[src/rtl/gb_pkg.sv]
// Shared pixel-path definitions: pixel width and the {sof, pix} entry layout
// stored by the pixel FIFO between upscalar and lcddrv.
package gb_pkg;

  localparam int PIX_W   = 16;
  localparam int ENTRY_W = 17;
  localparam int SOF_BIT = 16;

  typedef logic [ENTRY_W-1:0] entry_t;

  function automatic entry_t make_entry(input logic sof, input logic [PIX_W-1:0] pix);
    entry_t e;
    e = '0;
    e[SOF_BIT] = sof;
    e[PIX_W-1:0] = pix;
    return e;
  endfunction

endpackage

[src/rtl/pix_fifo_ram.sv]
// Simple dual-port storage for the pixel FIFO: synchronous write, asynchronous
// read so it maps onto distributed RAM.
module pix_fifo_ram
  import gb_pkg::*;
#(
  parameter int DEPTH = 64,
  parameter int AW    = 6
) (
  input  logic          clk,
  input  logic          we,
  input  logic [AW-1:0] waddr,
  input  entry_t        wdata,
  input  logic [AW-1:0] raddr,
  output entry_t        rdata
);

  entry_t mem [DEPTH];

  always_ff @(posedge clk) begin
    if (we) mem[waddr] <= wdata;
  end

  assign rdata = mem[raddr];

endmodule

[src/rtl/pix_fifo.sv]
// Elastic first-word-fall-through pixel buffer with start-of-frame tagging and
// sticky overflow. Define PIX_FIFO_FLUSH_ON_FRAME_EN to make in_frame flush the queue.
module pix_fifo
  import gb_pkg::*;
#(
  parameter int DEPTH  = 64,
  parameter int AW     = 6,
  parameter int AF_LVL = 56
) (
  input  logic              clk,
  input  logic              reset,
  input  logic              in_valid,
  input  logic [PIX_W-1:0]  in_pix,
  input  logic              in_frame,
  output logic              out_valid,
  input  logic              out_ready,
  output logic [PIX_W-1:0]  out_pix,
  output logic              out_sof,
  output logic [AW:0]       level,
  output logic              almost_full,
  output logic              overflow
);

  localparam logic [AW:0] FULL_LVL = (AW+1)'(DEPTH);
  localparam logic [AW:0] AF_THR   = (AW+1)'(AF_LVL);

  logic [AW-1:0] wptr, rptr, rptr_base, rptr_n, wptr_n;
  logic [AW:0]   level_base, level_n;
  logic          sof_pend, flush, full, pop, wr_acc;
  entry_t        wr_entry, rd_entry, head_n;

`ifdef PIX_FIFO_FLUSH_ON_FRAME_EN
  assign flush = in_frame;
`else
  assign flush = 1'b0;
`endif

  // A flush behaves as if the queue were already empty this cycle, so a
  // same-cycle pixel becomes the first entry of the new frame.
  always_comb begin
    rptr_base  = flush ? wptr : rptr;
    level_base = flush ? '0 : level;
    full       = (level_base == FULL_LVL);
    pop        = out_valid & out_ready & ~flush;
    wr_acc     = in_valid & (~full | pop);
    wr_entry   = make_entry(in_frame | sof_pend, in_pix);
    rptr_n     = pop ? rptr_base + AW'(1) : rptr_base;
    wptr_n     = wr_acc ? wptr + AW'(1) : wptr;
    level_n    = level_base;
    if (wr_acc && !pop)      level_n = level_base + (AW+1)'(1);
    else if (!wr_acc && pop) level_n = level_base - (AW+1)'(1);
    // RAM write lands on this edge, so a new head equal to the write slot bypasses it.
    head_n = (wr_acc && (rptr_n == wptr)) ? wr_entry : rd_entry;
  end

  pix_fifo_ram #(.DEPTH(DEPTH), .AW(AW)) u_ram (
    .clk   (clk),
    .we    (wr_acc),
    .waddr (wptr),
    .wdata (wr_entry),
    .raddr (rptr_n),
    .rdata (rd_entry)
  );

  always_ff @(posedge clk or posedge reset) begin
    if (reset) begin
      wptr        <= '0;
      rptr        <= '0;
      level       <= '0;
      sof_pend    <= 1'b0;
      overflow    <= 1'b0;
      almost_full <= 1'b0;
      out_valid   <= 1'b0;
      out_pix     <= '0;
      out_sof     <= 1'b0;
    end else begin
      wptr        <= wptr_n;
      rptr        <= rptr_n;
      level       <= level_n;
      sof_pend    <= (in_frame | sof_pend) & ~wr_acc;
      overflow    <= (overflow & ~flush) | (in_valid & ~wr_acc);
      almost_full <= (level_n >= AF_THR);
      out_valid   <= (level_n != '0);
      if (level_n != '0) begin
        out_pix <= head_n[PIX_W-1:0];
        out_sof <= head_n[SOF_BIT];
      end
    end
  end

endmodule

[config.mk]
export PLATFORM = sky130hd
export DESIGN_NAME = pix_fifo
export DESIGN_NICKNAME = d
export VERILOG_FILES = /design/src/rtl/gb_pkg.sv /design/src/rtl/pix_fifo_ram.sv /design/src/rtl/pix_fifo.sv
export SDC_FILE = /design/constraint.sdc
export NUM_CORES = 1
export LEC_CHECK = 0
export ABC_AREA = 1
export CAP_MARGIN = 20
export CORE_MARGIN = 1.5
export CORE_UTILIZATION = 45
export DETAILED_ROUTE_END_ITERATION = 16
export DONT_BUFFER_PORTS = 1
export GPL_TIMING_DRIVEN = 1
export PLACE_DENSITY_LB_ADDON = 0.08
export SETUP_SLACK_MARGIN = 0.15
export SLEW_MARGIN = 10
export SYNTH_ARGS = -nofsm -noshare
export SYNTH_HDL_FRONTEND = slang
export SYNTH_HIERARCHICAL = 1
export SYNTH_SLANG_ARGS = --single-unit
[constraint.sdc]
create_clock -name clk -period 4.3 [get_ports clk]
set_clock_uncertainty 0.15 [all_clocks]
set_input_delay 0.86 -clock clk [delete_from_list [all_inputs] [get_ports clk]]
set_output_delay 0.86 -clock clk [all_outputs]
set_load 0.1 [all_outputs]
==> results_dict.tcl, run 1 <==
set metrics [dict create \
    syn_area_per_cell_um2 11.5 \
    endpoint_kind "flip-flop" \
    dp_slack_ps 586 \
    swShare_pct 37.4 \
    areaGrowthSynthToFinish_pct 12.1 \
    cts_hold_buf 0 \
    path_class "flip-flop to flip-flop" \
    critical_path_arrival_ps 3880 \
    synth_area_mm2 0.0467 \
    io_buffers 0 \
    min_path_type "primary input to asynchronous set/reset pin" \
    hpwl_um 73900 \
    via_count 30900 \
    peakVddDrop_mv 0.438 \
    core_region_area_mm2 0.102 \
    worst_ep_required_time_ps 4800 \
    die-height_um 325 \
    final_cell_mix "nand2_1, edfxtp_1, nand3_1" \
    rows 117 \
    numCtsBuffers 120 \
    clkLatencyLatePin_ps 710 \
    pin_count 48 \
    final_common_cell "nand2_1" \
    seq_area_frac_synth_pct 72.2 \
    grt_start_max_net_pins 112 \
    drt_iter0_drc 3062 \
    async_flop_share_pct 3.55 \
    p_comb_share_pct 28.9 \
    powerDensity_mw_per_mm2 631 \
    clk_path_buf_depth 3 \
    h-tree-depth 3 \
    synthTopCellsByArea "edfxtp_1, nand2_1, nand3_1, dfrtp_1, buf_2" \
    drtAntennaViolNets 0 \
    grt_usage_pct 25.4 \
    syn_inst 4056 \
    whs_ps 95.9 \
    drt-total-wl_um 135000 \
    finalNetCount 4080 \
    synth_flop_cell "edfxtp_1" \
    p_int_mw 20.6 \
    cts_sinks 1128 \
    first_pass_iters 6 \
    fin_ws_ps 919 \
    cts_resized 0 \
    cts_tree "done" \
    die_area_mm2 0.106 \
    status "finished clean" \
    slew_headroom_pct 21.4 \
    drive_gt1_share_pct 8.74 \
    root_buffer "clkbuf_16" \
    clock.fmax_mhz 296 \
    wl_per_cell_um 24.4 \
    startpoint_type "flip-flop" \
    drcViolationCount 0 \
    seqPwrFrac_pct 41.3 \
    antenna_found_initial 3 \
    p_switching_mw 12.4 \
    place.gp.congestion 0.861 \
    post_cts_buffers 0 \
    clockPowerShare_pct 29.7 \
    via_per_inst 5.59 \
    tightest_slew_ps 1180 \
    grt.overflow.total 0 \
    rsz0062_at_grt "false" \
    yosysTopAreaCell "edfxtp_1" \
    period_share_pct 78.6 \
    hold_violations 0 \
    total_leakage_power_nw 19.1 \
    ys_seq_elements 1128 \
    synth_top_area_share_pct 70.0 \
    ys_types 33 \
    slew_viol_final 0 \
    synth_edf_count 1088 \
    ys_warn_count 6 \
    clk_pin_slew_ps 60 \
    start_util_pct 45.6 \
    grt_pass1_vias 29100 \
    die_x_um 325 \
    cp_max_fo 82 \
    finalSetupViolCount 0 \
    syn-num-nets 4082 \
    grt_pass1_wl_um 200000 \
    drv_cap 0 \
    finalCriticalPeriod_ps 3380 \
]
==> cells by family (layout without fill, tap and decap cells) <==
group                    count (synthesis)  in the layout  share of synthesized area (%)
adder cells (fa/ha/maj)                  5              5                          0.134
other                                    0              2                              0
flip-flops                            1128           1128                           72.2
buffers and inverters                  297            396                           3.29
AO/OA/AOI/OAI                           12             12                          0.150
AND/OR/NAND/NOR                       2605           2605                           24.1
XOR/XNOR                                 9              9                          0.169
==> flip-flops by register name, indices dropped and copies added (netlist names) <==
name / flops
u_ram/mem: 1088
out_pix: 16
level: 7
rptr: 6
wptr: 6
almost_full: 1
out_sof: 1
out_valid: 1
overflow: 1
sof_pend: 1
==> area by class of cell <==
type	instances	area, um2
fill	8989	50000
multi-input combinational	2631	11600
inverter	51	234
clock inverter	64	478
timing repair buffer	122	1410
clock buffer	159	3240
tap	1368	1710
antenna	2	5.00
sequential	1128	33700
==> per-layer routing <==
metal	track usage, %	wire, um	up-vias
li1	-	-	14200
met1	36.0	58600	15400
met2	39.8	62700	1053
met3	3.81	8800	216
met4	9.07	4880	0
met5	0	0	-
==> metrics by stage <==
step	utilization, %	std cells	area (um2)	TNS (ps)	power, mW
floorplan	-	4056	46700	-55660	19.5
global placement	47.2	5281	48300	0	23.3
detailed placement	47.3	5288	48400	0	23.3
CTS	51.0	5511	52100	0	33.1
global route	51.1	5523	52300	0	34.4
finish	51.1	5525	52300	0	33.0
==> final timing paths <==
check / startpoint / to / slack, ps / cells after the start
setup reg to reg: out_valid$_DFF_PP0_ / out_pix[14]$_DFFE_PP0P_ / 920 / 18
hold / removal: reset / out_pix[11]$_DFFE_PP0P_ / 100 / 1
min in group clk: in_pix[4] / u_ram/mem[58][4]$_DFFE_PP_ / 100 / 0
max in group asynchronous: reset / wptr[5]$_DFFE_PP0N_ / 3030 / 2
setup / recovery: out_valid$_DFF_PP0_ / out_pix[14]$_DFFE_PP0P_ / 920 / 18
hold reg to reg: sof_pend$_DFF_PP0_ / sof_pend$_DFF_PP0_ / 360 / 2
==> worst max-delay path: stages, from the launching register on <==
cell     delay, ps
dfrtp_1        440
nand2_4        190
nand2_1         90
nand2_1        180
inv_8          150
inv_16         330
buf_12         380
nand2_1         80
nand3_1        140
nand3_1        120
nand2_1        100
nand2_1         70
nand3_1        280
nand3_1        190
nand2_1         90
nand2_1         50
nand2_1         60
nand2_1         50
nand2_1         60
==> cell usage after synthesis, types with 5 or more instances <==
cell and n:
edfxtp_1 1088, ha_1 5, inv_2 9, nor4_1 9
nand2_1 1509, buf_2 134, nand3_1 979, buf_6 30
clkbuf_1 56, buf_1 21, xor2_1 9, nor2_1 68
nand2_2 6, inv_1 39, nand4_1 13, o21ai_0 7
nor2_4 7, dfrtp_1 40
==> power by group through the flow <==
stage	Sequential, mW	Clock (mW)	Combinational, mW
global route	13.7	10.4	10.3
floorplan	13.8	0	5.68
finish	13.6	9.81	9.54
CTS	13.6	10.0	9.49
detailed placement	13.9	0	9.46
global placement	13.9	0	9.47
Power figures use the tool's default switching activity.
==> run 2, diff against run 1 <==
- clock period: 4.3 -> 3.4 ns (I/O delays scaled with it)
==> run 2 against run 1 <==
  * Largest cell class unchanged
  * Flip-flop and latch count did not move
  * Die area unchanged
  * Non-clock buffer count increased by 104
  * Clock-buffer cell count up 5
  * Global-route usage rose by 0.27 points
==> results_dict.tcl, run 2 (same netlist as run 1, synthesis figures left out) <==
set metrics [dict create \
    clk_pin_slew_ps 60 \
    areaGrowthSynthToFinish_pct 15.1 \
    finalPower_mw 43.1 \
    grt.overflow.total 0 \
    r2r_start "out_valid$_DFF_PP0_" \
    drcViolationCount 0 \
    r2r_cells 17 \
    grt_usage_pct 25.6 \
    slew_headroom_pct 21.3 \
    clkLatencyLatePin_ps 710 \
    fin_setup_tns_ps 0 \
    finalNetCount 4183 \
    pin_count 48 \
    first_pass_iters 5 \
    drt_iter0_drc 2849 \
    rows 117 \
    min_path_cells 4 \
    via_per_inst 5.46 \
    io_buffers 0 \
    cp_max_fo 39 \
    die_area_mm2 0.106 \
    cts_sinks 1128 \
    place.gp.congestion 0.898 \
    min_path_type "primary input to flip-flop" \
    hold_violations 0 \
    period_share_pct 91.1 \
    rsz0062_at_grt "false" \
    total_leakage_power_nw 19.8 \
    wl_per_cell_um 24.2 \
    min_from "in_pix[5]" \
    final_common_cell "nand2_1" \
    core_region_area_mm2 0.102 \
    drv_cap 0 \
    via_count 30700 \
    cts_tree "done" \
    reg2reg_slack_ps 300 \
    dp_cells 5385 \
    drive_gt1_share_pct 11.4 \
    status "finished clean" \
    endpoint_kind "flip-flop" \
    hpwl_um 76300 \
    holdPathEnd "out_pix[5]$_DFFE_PP0P_" \
    worst_ep_required_time_ps 3890 \
    drtAntennaViolNets 0 \
    peakVddDrop_mv 0.539 \
    drt-total-wl_um 136000 \
    diodes 0 \
    clk_path_buf_depth 3 \
    die_x_um 325 \
    nFillCells 8965 \
    finalCriticalPeriod_ps 3100 \
    path_class "flip-flop to flip-flop" \
    grt_pass1_wl_um 200000 \
    powerDensity_mw_per_mm2 802 \
    antenna_found_initial 2 \
    r2r-end "out_pix[4]$_DFFE_PP0P_" \
    finalSetupViolCount 0 \
    die-height_um 325 \
    finalNonFillerCells 5624 \
    h-tree-depth 3 \
    top_regs "u_ram/mem x1088, out_pix x16, level x7" \
    post_cts_buffers 0 \
    top_register "u_ram/mem" \
    critical_path_arrival_ps 3590 \
    final_cell_mix "nand2_1, edfxtp_1, nand3_1" \
    slew_viol_final 0 \
    grt_pass1_vias 29000 \
    numCtsBuffers 119 \
    root_buffer "clkbuf_16" \
    startpoint_type "flip-flop" \
    whs_ps 70.0 \
    grt_start_max_net_pins 86 \
    largest_reg_flops 1088 \
    start_util_pct 45.6 \
    clock.fmax_mhz 323 \
    tightest_slew_ps 1180 \
]
==> run 2: timing repair <==
item,in CTS,in global routing
setup endpoints to repair,0,2
hold endpoints to repair,1069,0
gates resized for setup,0,3
hold buffers,19,0
==> run 2: worst max-delay path by stage <==
stage                         from                          to  slack (ps)  cells after the start
2_1_floorplan   level[0]$_DFF_PP0_  u_ram/mem[48][0]$_DFFE_PP_          30                     10
3_3_place_gp             out_ready      out_pix[4]$_DFFE_PP0P_         160                     18
3_5_place_dp             out_ready      out_pix[4]$_DFFE_PP0P_         190                     18
4_1_cts        out_valid$_DFF_PP0_      out_pix[2]$_DFFE_PP0P_         320                     19
5_1_grt        out_valid$_DFF_PP0_      out_pix[2]$_DFFE_PP0P_         160                     19
6_report       out_valid$_DFF_PP0_      out_pix[4]$_DFFE_PP0P_         300                     17
==> run 2: critical path: stages, from the launching register on <==
cell and delay, ps:
dfrtp_4 520, nand3_1 160, nand2_1 170, inv_8 180
buf_12 270, buf_4 420, nand2_1 90, nand3_1 110
nand3_1 80, nand2_1 70, nand2_1 70, nand3_1 210
nand3_1 170, nand2_1 100, nand2_1 50, nand2_1 60
nand2_1 50, nand2_1 60
==> run 2: where the power goes <==
part / switching [mW] / internal [mW]
clock network: 5.29 / 7.45
registers: 0.856 / 15.9
logic: 9.74 / 3.81
total: 15.9 / 27.2
==> run 2: cell type report <==
type / instances / area, um2 / area share, %
sequential: 1128 / 33700 / 62.7
clock inverter: 56 / 492 / 0.916
clock buffer: 164 / 3320 / 6.19
timing repair buffer: 226 / 2560 / 4.77
tap: 1368 / 1710 / 3.19
inverter: 51 / 238 / 0.443
multi-input combinational: 2631 / 11700 / 21.8
==> run 2: through the flow <==
stage          utilization, %  setup slack, ps  area [um2]
4_1_cts                  52.5              317       53700
3_3_place_gp             48.3              157       49400
6_report                 52.5              303       53700
3_5_place_dp             48.3              195       49400
2_1_floorplan               -             33.3       46800
5_1_grt                  52.5              164       53700
==> run 2: per-layer routing <==
layer / track usage [%] / part of all wire [%]
met1: 36.6 / 44
met2: 40.3 / 46
met3: 3.81 / 6.2
met5: 0 / 0.0096
met4: 8.73 / 3.1
==> run 3, diff against run 2 <==
--- a/config.mk
+++ b/config.mk
@@ -7,5 +7,4 @@
 export LEC_CHECK = 0
 export ABC_AREA = 1
-export CAP_MARGIN = 20
 export CORE_MARGIN = 1.5
 export CORE_UTILIZATION = 45
@@ -13,4 +12,5 @@
 export DONT_BUFFER_PORTS = 1
 export GPL_TIMING_DRIVEN = 1
+export MAX_ROUTING_LAYER = met4
 export PLACE_DENSITY_LB_ADDON = 0.08
 export SETUP_SLACK_MARGIN = 0.15
--- a/constraint.sdc
+++ b/constraint.sdc
@@ -3,3 +3,3 @@
 set_input_delay 0.68 -clock clk [delete_from_list [all_inputs] [get_ports clk]]
 set_output_delay 0.68 -clock clk [all_outputs]
-set_load 0.1 [all_outputs]
+set_load 0.02 [all_outputs]
==> run 3 against run 2 <==
  * Die area is the same
  * Clock power decreased by 5%
  * Maximum frequency is 0.99% higher
  * Global-route usage up 1.6 points
  * Design area down 0.20%
  * Combinational power decreased by 6%
  * Highest routed layer is now met4
==> results_dict.tcl, run 3 (same netlist as run 1, synthesis figures left out) <==
set metrics [dict create \
    final_area_mm2 0.0536 \
    h-tree-depth 3 \
    rsz0062_at_grt "true" \
    wl_per_cell_um 25.0 \
    endpoint_kind "flip-flop" \
    cp_slowest_cell "dfrtp_1" \
    dpl_cell_area_mm2 0.0495 \
    pin_count 48 \
    clk_path_buf_depth 3 \
    r2r_start "level[0]$_DFF_PP0_" \
    peakVddDrop_mv 0.424 \
    drv_cap 0 \
    dp_cells 5371 \
    nFillCells 8865 \
    die_x_um 325 \
    cts_sinks 1128 \
    reg2reg_slack_ps 330 \
    crit_path_end "u_ram/mem[51][8]$_DFFE_PP_" \
    place.gp.congestion 0.850 \
    r2r-end "u_ram/mem[51][8]$_DFFE_PP_" \
    worst_ep_required_time_ps 3620 \
    clk_pin_slew_ps 60 \
    final_cell_mix "nand2_1, edfxtp_1, nand3_1" \
    areaGrowthSynthToFinish_pct 14.9 \
    first_pass_iters 5 \
    clkLatencyLatePin_ps 720 \
    rows 117 \
    drt_iter0_drc 3196 \
    seqCellArea_mm2 0.0337 \
    crit_path_start "level[0]$_DFF_PP0_" \
    start_util_pct 45.6 \
    grt_start_max_net_pins 79 \
    hold_violations 0 \
    finalSetupViolCount 0 \
    slew_viol_final 0 \
    finalNetCount 4168 \
    drt-total-wl_um 140000 \
    root_buffer "clkbuf_16" \
    finalCriticalPeriod_ps 3070 \
    period_share_pct 90.2 \
    io_buffers 0 \
    multi_input_area_mm2 0.0117 \
    cp_max_fo 17 \
    core_region_area_mm2 0.102 \
    total_leakage_power_nw 19.7 \
    path_class "flip-flop to flip-flop" \
    status "finished clean" \
    slew_headroom_pct 53.0 \
    clock.fmax_mhz 326 \
    die_area_mm2 0.106 \
    top_register "u_ram/mem" \
    whs_ps 37.8 \
    drive_gt1_share_pct 11.2 \
    r2r_cells 11 \
    drtAntennaViolNets 0 \
    numCtsBuffers 117 \
    grt_usage_pct 27.2 \
    grt.overflow.total 0 \
    path_cells "inv_1 > ha_1 > nand2_1 > nor2_4 > nand2_8 > nand2_4 > inv_2 > nand4_1 > buf_4 > nor4_4 > buf_4" \
    antenna_found_initial 4 \
    die-height_um 325 \
    post_cts_buffers 0 \
    final_common_cell "nand2_1" \
    crit_top_cell "buf_4" \
    top_regs "u_ram/mem x1088, out_pix x16, level x7" \
    drcViolationCount 0 \
    tightest_slew_ps 705 \
    finalNonFillerCells 5610 \
    hpwl_um 77500 \
    grt_pass1_wl_um 205000 \
    powerDensity_mw_per_mm2 775 \
    via_count 30900 \
    grt_pass1_vias 29100 \
    critical_path_arrival_ps 3290 \
    min_path_type "primary input to flip-flop" \
    cts_tree "done" \
    cp_slowest_stage_delay_ps 570 \
    fin_setup_tns_ps 0 \
    largest_reg_flops 1088 \
    startpoint_type "flip-flop" \
    via_per_inst 5.51 \
]
[run 3: changes by cell type in the layout (fill, tap and decap cells not counted), sizes merged]
cell,change
buf,-14
bufinv,-5
clkbuf,-13
clkinv,+12
clkinvlp,+5
diode,+1
[run 3: repair_timing]
action / CTS / global route
gates resized for setup: 1 / 4
setup endpoints to repair: 2 / 14
hold buffers: 19 / 0
cloned: 0 / 1
endpoints found under the hold margin: 1068 / 0
[run 3: metal layers]
metal	wire (um)	part of all wire [%]	global-route usage (%)	vias up
met3	7760	5.5	3.02	208
met4	4830	3.4	8.93	0
met1	61600	44	37.9	15300
met5	0	0	-	-
li1	-	-	-	14400
met2	66100	47	42.0	1040
[run 3: where the power goes]
part           leakage, nW  internal (mW)  switching (mW)
clock network         1.74           6.75            5.40
registers             10.2           15.9           0.816
logic                 7.69           3.74            8.93
total                 19.7           26.4            15.1
[run 3: through the flow]
step           utilization, %  power (mW)  setup WS [ps]
2_1_floorplan               -        23.9           -115
3_3_place_gp             48.4        29.4          -2.89
3_5_place_dp             48.4        29.4          -16.2
4_1_cts                  52.3        41.8            188
5_1_grt                  52.4        43.4            141
6_report                 52.4        41.6            334
[run 3: worst max-delay path, delay by kind of cell (launching register included)]
family	cells	cell delay (ps)
DFF	1	570
adders and majority gates	1	250
and+or+nand+nor	6	680
buffers and inverters	4	1050
[run 3: worst min path at each step]
stage / start / to / slack (ps) / cells after the start
finish: in_valid / wptr[0]$_DFFE_PP0N_ / 40 / 2
global route: in_valid / wptr[0]$_DFFE_PP0N_ / 20 / 2
CTS: in_valid / wptr[0]$_DFFE_PP0N_ / 2 / 2
detailed placement: sof_pend$_DFF_PP0_ / sof_pend$_DFF_PP0_ / 350 / 2
global placement: sof_pend$_DFF_PP0_ / sof_pend$_DFF_PP0_ / 340 / 2
floorplan: sof_pend$_DFF_PP0_ / sof_pend$_DFF_PP0_ / 310 / 2
[run 3: area by class of cell]
class | count | share of cell area, %
clock buffers | 151 | 5.80
flip-flops and latches | 1128 | 62.8
repair inverters | 1 | 0.0210
multi-input cells | 2631 | 21.8
diodes | 1 | 0.00467
well taps | 1368 | 3.19
inverters | 51 | 0.453
repair buffers | 212 | 4.94
clock inverters | 67 | 0.934
